### config.mk
export PLATFORM = sky130hd
export DESIGN_NAME = axis_wb_req_framer_flat
export DESIGN_NICKNAME = d
export VERILOG_FILES = /design/src/rtl/axis_wb_req_framer_if.sv /design/src/rtl/axis_wb_req_framer.sv /design/src/flat_wrapper.sv
export SDC_FILE = /design/constraint.sdc
export NUM_CORES = 1
export LEC_CHECK = 0
export ABC_AREA = 1
export BUFFER_PORTS_ARGS = -buffer_cell sky130_fd_sc_hd__buf_4
export CORE_AREA = 2 2 119 86
export DETAILED_ROUTE_END_ITERATION = 16
export DIE_AREA = 0 0 121 88
export SLEW_MARGIN = 20
export SYNTH_ARGS = -nofsm -noshare
export SYNTH_HDL_FRONTEND = slang
export SYNTH_SLANG_ARGS = --single-unit
### constraint.sdc
create_clock -name clock -period 2.21 [get_ports clock]
set_input_delay 0.3315 -clock clock [delete_from_list [all_inputs] [get_ports clock]]
set_output_delay 0.3315 -clock clock [all_outputs]
set_load 0.1 [all_outputs]
### src/rtl/axis_wb_req_framer_if.sv
// Command port and byte-wide request stream of the AXI-stream-to-Wishbone request framer.
// The framer side uses the master modport; whoever issues commands and sinks the stream uses slave.
interface axis_wb_req_framer_if #(
    parameter int AXIS_DATA_WIDTH = 8,
    parameter int AXIS_KEEP_WIDTH = AXIS_DATA_WIDTH / 8,
    parameter int WB_DATA_WIDTH   = 32,
    parameter int WB_ADDR_WIDTH   = 32
);
    logic                       cmd_valid;
    logic                       cmd_ready;
    logic                       cmd_write;
    logic [15:0]                cmd_tag;
    logic [WB_ADDR_WIDTH-1:0]   cmd_addr;
    logic [WB_DATA_WIDTH-1:0]   cmd_wdata;

    logic [AXIS_DATA_WIDTH-1:0] output_axis_tdata;
    logic [AXIS_KEEP_WIDTH-1:0] output_axis_tkeep;
    logic                       output_axis_tvalid;
    logic                       output_axis_tready;
    logic                       output_axis_tlast;
    logic                       output_axis_tuser;

    logic                       busy;

    modport master (
        input  cmd_valid,
        output cmd_ready,
        input  cmd_write,
        input  cmd_tag,
        input  cmd_addr,
        input  cmd_wdata,
        output output_axis_tdata,
        output output_axis_tkeep,
        output output_axis_tvalid,
        input  output_axis_tready,
        output output_axis_tlast,
        output output_axis_tuser,
        output busy
    );

    modport slave (
        output cmd_valid,
        input  cmd_ready,
        output cmd_write,
        output cmd_tag,
        output cmd_addr,
        output cmd_wdata,
        input  output_axis_tdata,
        input  output_axis_tkeep,
        input  output_axis_tvalid,
        output output_axis_tready,
        input  output_axis_tlast,
        input  output_axis_tuser,
        input  busy
    );
endinterface

### src/rtl/axis_wb_req_framer.sv
// Serializes single-word Wishbone read/write commands into byte-wide request frames:
// type, tag, address, count (=1) and, for writes, the data word, all fields MSB first.
module axis_wb_req_framer #(
    parameter int         AXIS_DATA_WIDTH = 8,
    parameter int         AXIS_KEEP_WIDTH = AXIS_DATA_WIDTH / 8,
    parameter int         WB_DATA_WIDTH   = 32,
    parameter int         WB_ADDR_WIDTH   = 32,
    parameter int         COUNT_SIZE      = 16,
    parameter logic [7:0] READ_REQ        = 8'hA1,
    parameter logic [7:0] WRITE_REQ       = 8'hA2
) (
    input  logic                clock,
    input  logic                reset,
    axis_wb_req_framer_if.master bus
);

    localparam int TAG_BYTES   = 2;
    localparam int ADDR_BYTES  = WB_ADDR_WIDTH / 8;
    localparam int DATA_BYTES  = WB_DATA_WIDTH / 8;
    localparam int COUNT_BYTES = COUNT_SIZE / 8;

    function automatic int max_field_bytes();
        int m;
        m = TAG_BYTES;
        if (ADDR_BYTES > m) m = ADDR_BYTES;
        if (DATA_BYTES > m) m = DATA_BYTES;
        if (COUNT_BYTES > m) m = COUNT_BYTES;
        return m;
    endfunction

    localparam int MAX_BYTES = max_field_bytes();
    localparam int CNT_W     = $clog2(MAX_BYTES);

    generate
        if (AXIS_DATA_WIDTH != 8) begin : g_bad_axis_width
            $error("axis_wb_req_framer: only AXIS_DATA_WIDTH = 8 is supported");
        end
        if (WB_DATA_WIDTH != 8 && WB_DATA_WIDTH != 16 &&
            WB_DATA_WIDTH != 32 && WB_DATA_WIDTH != 64) begin : g_bad_data_width
            $error("axis_wb_req_framer: WB_DATA_WIDTH must be 8, 16, 32 or 64");
        end
        if (WB_ADDR_WIDTH < 8 || (WB_ADDR_WIDTH % 8) != 0) begin : g_bad_addr_width
            $error("axis_wb_req_framer: WB_ADDR_WIDTH must be a non-zero multiple of 8");
        end
        if (COUNT_SIZE < 8 || (COUNT_SIZE % 8) != 0) begin : g_bad_count_width
            $error("axis_wb_req_framer: COUNT_SIZE must be a non-zero multiple of 8");
        end
    endgenerate

    typedef enum logic [2:0] {
        S_IDLE,
        S_TYPE,
        S_TAG,
        S_ADDR,
        S_COUNT,
        S_DATA
    } state_t;

    state_t                   state;
    state_t                   state_n;
    logic [CNT_W-1:0]         cnt;
    logic [CNT_W-1:0]         cnt_n;

    logic                     write_r;
    logic [15:0]              tag_sh;
    logic [WB_ADDR_WIDTH-1:0] addr_sh;
    logic [WB_DATA_WIDTH-1:0] data_sh;

    logic                     tvalid;
    logic                     accept;
    logic                     beat;
    logic                     field_last;
    logic [7:0]               byte_out;
    logic                     last_out;

    function automatic state_t next_field(input state_t cur, input logic is_write);
        case (cur)
            S_TYPE:  return S_TAG;
            S_TAG:   return S_ADDR;
            S_ADDR:  return S_COUNT;
            S_COUNT: return is_write ? S_DATA : S_IDLE;
            default: return S_IDLE;
        endcase
    endfunction

    assign tvalid        = (state != S_IDLE);
    assign bus.cmd_ready = (state == S_IDLE) && !reset;
    assign accept        = bus.cmd_valid && bus.cmd_ready;
    assign beat          = tvalid && bus.output_axis_tready;

    always_comb begin
        field_last = 1'b0;
        case (state)
            S_TYPE:  field_last = 1'b1;
            S_TAG:   field_last = (cnt == CNT_W'(TAG_BYTES - 1));
            S_ADDR:  field_last = (cnt == CNT_W'(ADDR_BYTES - 1));
            S_COUNT: field_last = (cnt == CNT_W'(COUNT_BYTES - 1));
            S_DATA:  field_last = (cnt == CNT_W'(DATA_BYTES - 1));
            default: field_last = 1'b0;
        endcase
    end

    always_comb begin
        state_n = state;
        cnt_n   = cnt;
        if (state == S_IDLE) begin
            if (accept) begin
                state_n = S_TYPE;
                cnt_n   = '0;
            end
        end else if (beat) begin
            if (field_last) begin
                state_n = next_field(state, write_r);
                cnt_n   = '0;
            end else begin
                cnt_n = cnt + 1'b1;
            end
        end
    end

    // Field registers shift left one byte per accepted beat so the head byte is always on top.
    always_ff @(posedge clock) begin
        if (reset) begin
            state   <= S_IDLE;
            cnt     <= '0;
            write_r <= 1'b0;
            tag_sh  <= '0;
            addr_sh <= '0;
            data_sh <= '0;
        end else begin
            state <= state_n;
            cnt   <= cnt_n;
            if (accept) begin
                write_r <= bus.cmd_write;
                tag_sh  <= bus.cmd_tag;
                addr_sh <= bus.cmd_addr;
                data_sh <= bus.cmd_wdata;
            end else if (beat) begin
                case (state)
                    S_TAG:   tag_sh  <= tag_sh << 8;
                    S_ADDR:  addr_sh <= addr_sh << 8;
                    S_DATA:  data_sh <= data_sh << 8;
                    default: ;
                endcase
            end
        end
    end

    always_comb begin
        byte_out = 8'h00;
        case (state)
            S_TYPE:  byte_out = write_r ? WRITE_REQ : READ_REQ;
            S_TAG:   byte_out = tag_sh[15:8];
            S_ADDR:  byte_out = addr_sh[WB_ADDR_WIDTH-1 -: 8];
            S_COUNT: byte_out = (cnt == CNT_W'(COUNT_BYTES - 1)) ? 8'h01 : 8'h00;
            S_DATA:  byte_out = data_sh[WB_DATA_WIDTH-1 -: 8];
            default: byte_out = 8'h00;
        endcase
    end

    // Reads end on the last count byte, writes on the last data byte.
    assign last_out = field_last &&
                      (((state == S_COUNT) && !write_r) || (state == S_DATA));

    assign bus.output_axis_tdata  = byte_out;
    assign bus.output_axis_tkeep  = tvalid ? {AXIS_KEEP_WIDTH{1'b1}} : {AXIS_KEEP_WIDTH{1'b0}};
    assign bus.output_axis_tvalid = tvalid;
    assign bus.output_axis_tlast  = last_out;
    assign bus.output_axis_tuser  = 1'b0;
    assign bus.busy               = tvalid;

endmodule

### src/flat_wrapper.sv
// flat-port wrapper written by rule: the top's interface ports become plain ports
module axis_wb_req_framer_flat 
#(
    parameter int         AXIS_DATA_WIDTH = 8,
    parameter int         AXIS_KEEP_WIDTH = AXIS_DATA_WIDTH / 8,
    parameter int         WB_DATA_WIDTH   = 32,
    parameter int         WB_ADDR_WIDTH   = 32,
    parameter int         COUNT_SIZE      = 16,
    parameter logic [7:0] READ_REQ        = 8'hA1,
    parameter logic [7:0] WRITE_REQ       = 8'hA2
)
  (clock, reset, bus_cmd_valid, bus_cmd_ready, bus_cmd_write, bus_cmd_tag, bus_cmd_addr, bus_cmd_wdata, bus_output_axis_tdata, bus_output_axis_tkeep, bus_output_axis_tvalid, bus_output_axis_tready, bus_output_axis_tlast, bus_output_axis_tuser, bus_busy);
  axis_wb_req_framer_if #(.AXIS_DATA_WIDTH(AXIS_DATA_WIDTH), .AXIS_KEEP_WIDTH(AXIS_KEEP_WIDTH), .WB_DATA_WIDTH(WB_DATA_WIDTH), .WB_ADDR_WIDTH(WB_ADDR_WIDTH)) bus_i ();
  input  logic clock;
  input  logic reset;
  input wire logic [$bits(bus_i.cmd_valid)-1:0] bus_cmd_valid;
  output wire logic [$bits(bus_i.cmd_ready)-1:0] bus_cmd_ready;
  input wire logic [$bits(bus_i.cmd_write)-1:0] bus_cmd_write;
  input wire logic [$bits(bus_i.cmd_tag)-1:0] bus_cmd_tag;
  input wire logic [$bits(bus_i.cmd_addr)-1:0] bus_cmd_addr;
  input wire logic [$bits(bus_i.cmd_wdata)-1:0] bus_cmd_wdata;
  output wire logic [$bits(bus_i.output_axis_tdata)-1:0] bus_output_axis_tdata;
  output wire logic [$bits(bus_i.output_axis_tkeep)-1:0] bus_output_axis_tkeep;
  output wire logic [$bits(bus_i.output_axis_tvalid)-1:0] bus_output_axis_tvalid;
  input wire logic [$bits(bus_i.output_axis_tready)-1:0] bus_output_axis_tready;
  output wire logic [$bits(bus_i.output_axis_tlast)-1:0] bus_output_axis_tlast;
  output wire logic [$bits(bus_i.output_axis_tuser)-1:0] bus_output_axis_tuser;
  output wire logic [$bits(bus_i.busy)-1:0] bus_busy;
  assign bus_i.cmd_valid = bus_cmd_valid;
  assign bus_cmd_ready = bus_i.cmd_ready;
  assign bus_i.cmd_write = bus_cmd_write;
  assign bus_i.cmd_tag = bus_cmd_tag;
  assign bus_i.cmd_addr = bus_cmd_addr;
  assign bus_i.cmd_wdata = bus_cmd_wdata;
  assign bus_output_axis_tdata = bus_i.output_axis_tdata;
  assign bus_output_axis_tkeep = bus_i.output_axis_tkeep;
  assign bus_output_axis_tvalid = bus_i.output_axis_tvalid;
  assign bus_i.output_axis_tready = bus_output_axis_tready;
  assign bus_output_axis_tlast = bus_i.output_axis_tlast;
  assign bus_output_axis_tuser = bus_i.output_axis_tuser;
  assign bus_busy = bus_i.busy;
  axis_wb_req_framer #(.AXIS_DATA_WIDTH(AXIS_DATA_WIDTH), .AXIS_KEEP_WIDTH(AXIS_KEEP_WIDTH), .WB_DATA_WIDTH(WB_DATA_WIDTH), .WB_ADDR_WIDTH(WB_ADDR_WIDTH), .COUNT_SIZE(COUNT_SIZE), .READ_REQ(READ_REQ), .WRITE_REQ(WRITE_REQ)) u_core (.clock(clock), .reset(reset), .bus(bus_i));
endmodule
==> flow_summary.toml <==
[pwr]
swShare_pct = 39.0
vdd_drop_max_uv = 438
leakage_nw = 2.06
pwr_density_cell_nw_per_um2 = 1060
p_seq_share_pct = 38.8
combPwrFrac_pct = 34.1
p_int_w = 0.00318
pwr-share-clk_pct = 27.1
p_switching_w = 0.00203

[clock_tree]
cts_resized = 1
clockBufferDepth = 2
cts-root-buf = "clkbuf_16"
clock_sinks = 86
clk_latency_ps = 340
cts_buffers = 9
cts_setup_buffers = 0
clk_transition_reported_paths_ps = 60
ctsHoldBuffers = 0
htree_levels = 3
cts_tree = "built"

[critical_path]
critPathMaxFanout = 6
worstPathArrival_ps = 1790
worst-path-buf-inv = 3
crit_end = "bus_output_axis_tdata[5]"
reg2reg_slack_ps = 370
path_common_cell = "inv_1"
worstSetupPathDepth = 7
cpPeakStageDelay_ps = 420
path_cells = "inv_1, nor2_1, nand2_2, inv_1, a221oi_2, nand2_1, buf_4"
r2r-start = "u_core.state[1]"
critical-path-slowest-cell = "dfxtp_2"
critPathLaunchType = "flip-flop"
r2r_end = "u_core.tag_sh[14]"
r2r_cells = 7
critical_path_class = "reg -> out"
endpoint_kind = "primary output"
startpoint = "u_core.state[0]"
critPathRequiredTime_ps = 1880
path_delay_family = "buffers and inverters"

[timing]
fin_worst_skew_ps = 5.81
hold_viol = 0
setup_viol = 0
slew_viol_final = 0
worst_pin_slew_ps = 625
grt_setup_unrepaired = "yes"
relSlewSlack_pct = 58.3
period_minus_slack_ps = 2120
fin_crit_sh_pct = 95.9
fin_ws_ps = 89.9
max_freq_ghz = 0.472

[global_route]
grt_max_degree = 63
grt.total_usage_pct = 20.6
grt_pass1_wl_um = 17000
grt_pass1_vias = 3494
antenna_found_initial = 0
grt.overflow.total = 0

[logic_synthesis]
synth_area_per_cell_um2 = 7.52
synth_cell_type_count = 28
synth_nets = 596
ys_seq_area_share_pct = 45.0
yosysTopAreaCell = "dfxtp_1"
synth_area_um2 = 3830
synth_seq_cells = 86
syn-instance-count = 509
ys_warn_count = 0
synthTopCellsByArea = "dfxtp_1 45%, nand2_1 16%, a21oi_1 11%"
synth_top_cell_area_share_pct = 45.0

[routing]
finalWirelength_um = 10500
vias_per_cell = 5.05
drcViolationCount = 0
drtAntennaViolNets = 0
drt_iter0_drc = 252
num_vias = 3661
wl_per_cell_um = 14.4
drtPass1Iterations = 4

[placement]
preCtsSetupSlack_ps = 327
gp_congestion = 0.841
port_buffers = 97
hpwl_um = 7650

[layout]
areaGrowthSynthToFinish_pct = 29.0
final_nets = 679
layout_commonest_cell = "nand2_1"
seqCellArea_um2 = 1720
drive_gt1_share_pct = 24.1
layout_common_cells = "163 x nand2_1, 100 x buf_4, 84 x dfxtp_1"
multi_input_area_um2 = 1790
post-route-util_pct = 52.0
diodes = 0
nFillCells = 942

[die]
design.portCount = 99
dieArea_um2 = 10600
core_region_area_um2 = 9500
die_w_um = 121
rows = 30
start_util_pct = 40.3
die_height_um = 88

[worst_hold_path]
hp-class = "in -> reg"
hp-start = "bus_cmd_wdata[0]"

[run_status]
status = "completed"

[flow_run]
drv_cap = 0
==> how the worst min path moves through the flow <==
stage	to	slack (ps)	depth (start not counted)
6_report	u_core.data_sh[0]	240	3
5_1_grt	u_core.tag_sh[4]	230	3
4_1_cts	u_core.data_sh[0]	230	3
3_5_place_dp	u_core.data_sh[21]	460	2
3_3_place_gp	u_core.addr_sh[21]	450	2
2_1_floorplan	u_core.addr_sh[6]	440	2
==> tightest hold or removal path, cell delays in order <==
cell     delay, ps
buf_4          110
nand2_1         50
a21oi_1         50
==> through the flow <==
stage	hold WS, ps	std cells	TNS (ps)	power [W]	instance area [µm²]
4_1_cts	233	725	0	0.00522	4910
5_1_grt	235	725	-95.4	0.00553	4940
3_3_place_gp	453	709	0	0.00379	4630
3_5_place_dp	457	709	0	0.00381	4630
6_report	238	725	0	0.00521	4940
2_1_floorplan	439	509	-422	0.00338	3830
==> final cells by class <==
class / count / area share (%)
clock inverters: 5 / 0.684
flip-flops and latches: 86 / 34.9
multi-input cells: 351 / 36.2
clock buffers: 11 / 4.92
repair buffers: 106 / 17.1
inverters: 38 / 2.97
well taps: 128 / 3.24
==> cells in the mapped netlist <==
cell type	count
a21oi_1	83
a221oi_1	2
a22oi_1	36
a31oi_1	1
buf_1	1
buf_2	14
buf_4	7
buf_6	3
clkbuf_1	9
conb_1	1
dfxtp_1	86
ha_1	2
inv_1	32
inv_2	6
nand2_1	164
nand2_2	2
nand2_4	3
nand3_1	11
nand3_2	1
nand3b_1	1
nand4_1	1
nand4_4	1
nor2_1	10
nor2_4	3
o2111ai_1	1
o211ai_1	18
o21a_1	1
o21ai_0	9
==> sequential cells by signal, summed over array words and instances (netlist names) <==
signal / count
u_core.data_sh: 32
u_core.addr_sh: 32
u_core.state: 3
u_core.tag_sh: 16
u_core.cnt: 2
u_core.write_r: 1
==> logic make-up (layout without fill, tap and decap cells) <==
group	Yosys count	in the layout	share of synthesized area [%]
other	1	1	0.0980
AO/OA/AOI/OAI	151	151	23.7
buffers and inverters	72	160	8.80
adder cells (fa/ha/maj)	2	2	0.654
flip-flops	86	86	45.0
AND/OR/NAND/NOR	197	197	21.8
==> power groups by stage <==
stage / Combinational [W] / Clock (W) / Sequential, W
2_1_floorplan: 0.00139 / 0 / 0.00199
3_3_place_gp: 0.00174 / 0 / 0.00204
3_5_place_dp: 0.00176 / 0 / 0.00205
4_1_cts: 0.00177 / 0.00144 / 0.00202
5_1_grt: 0.00196 / 0.00152 / 0.00205
6_report: 0.00178 / 0.00141 / 0.00202
==> metal layers <==
layer / vias to the layer above / GRT usage [%] / share of wire, %
met5: - / 0 / 0
met1: 1696 / 28.3 / 50
li1: 1868 / - / -
met2: 85 / 31.5 / 44
met3: 12 / 6.05 / 5.1
met4: 0 / 6.03 / 1.4
No activity file was read; power rests on OpenSTA's default activity.
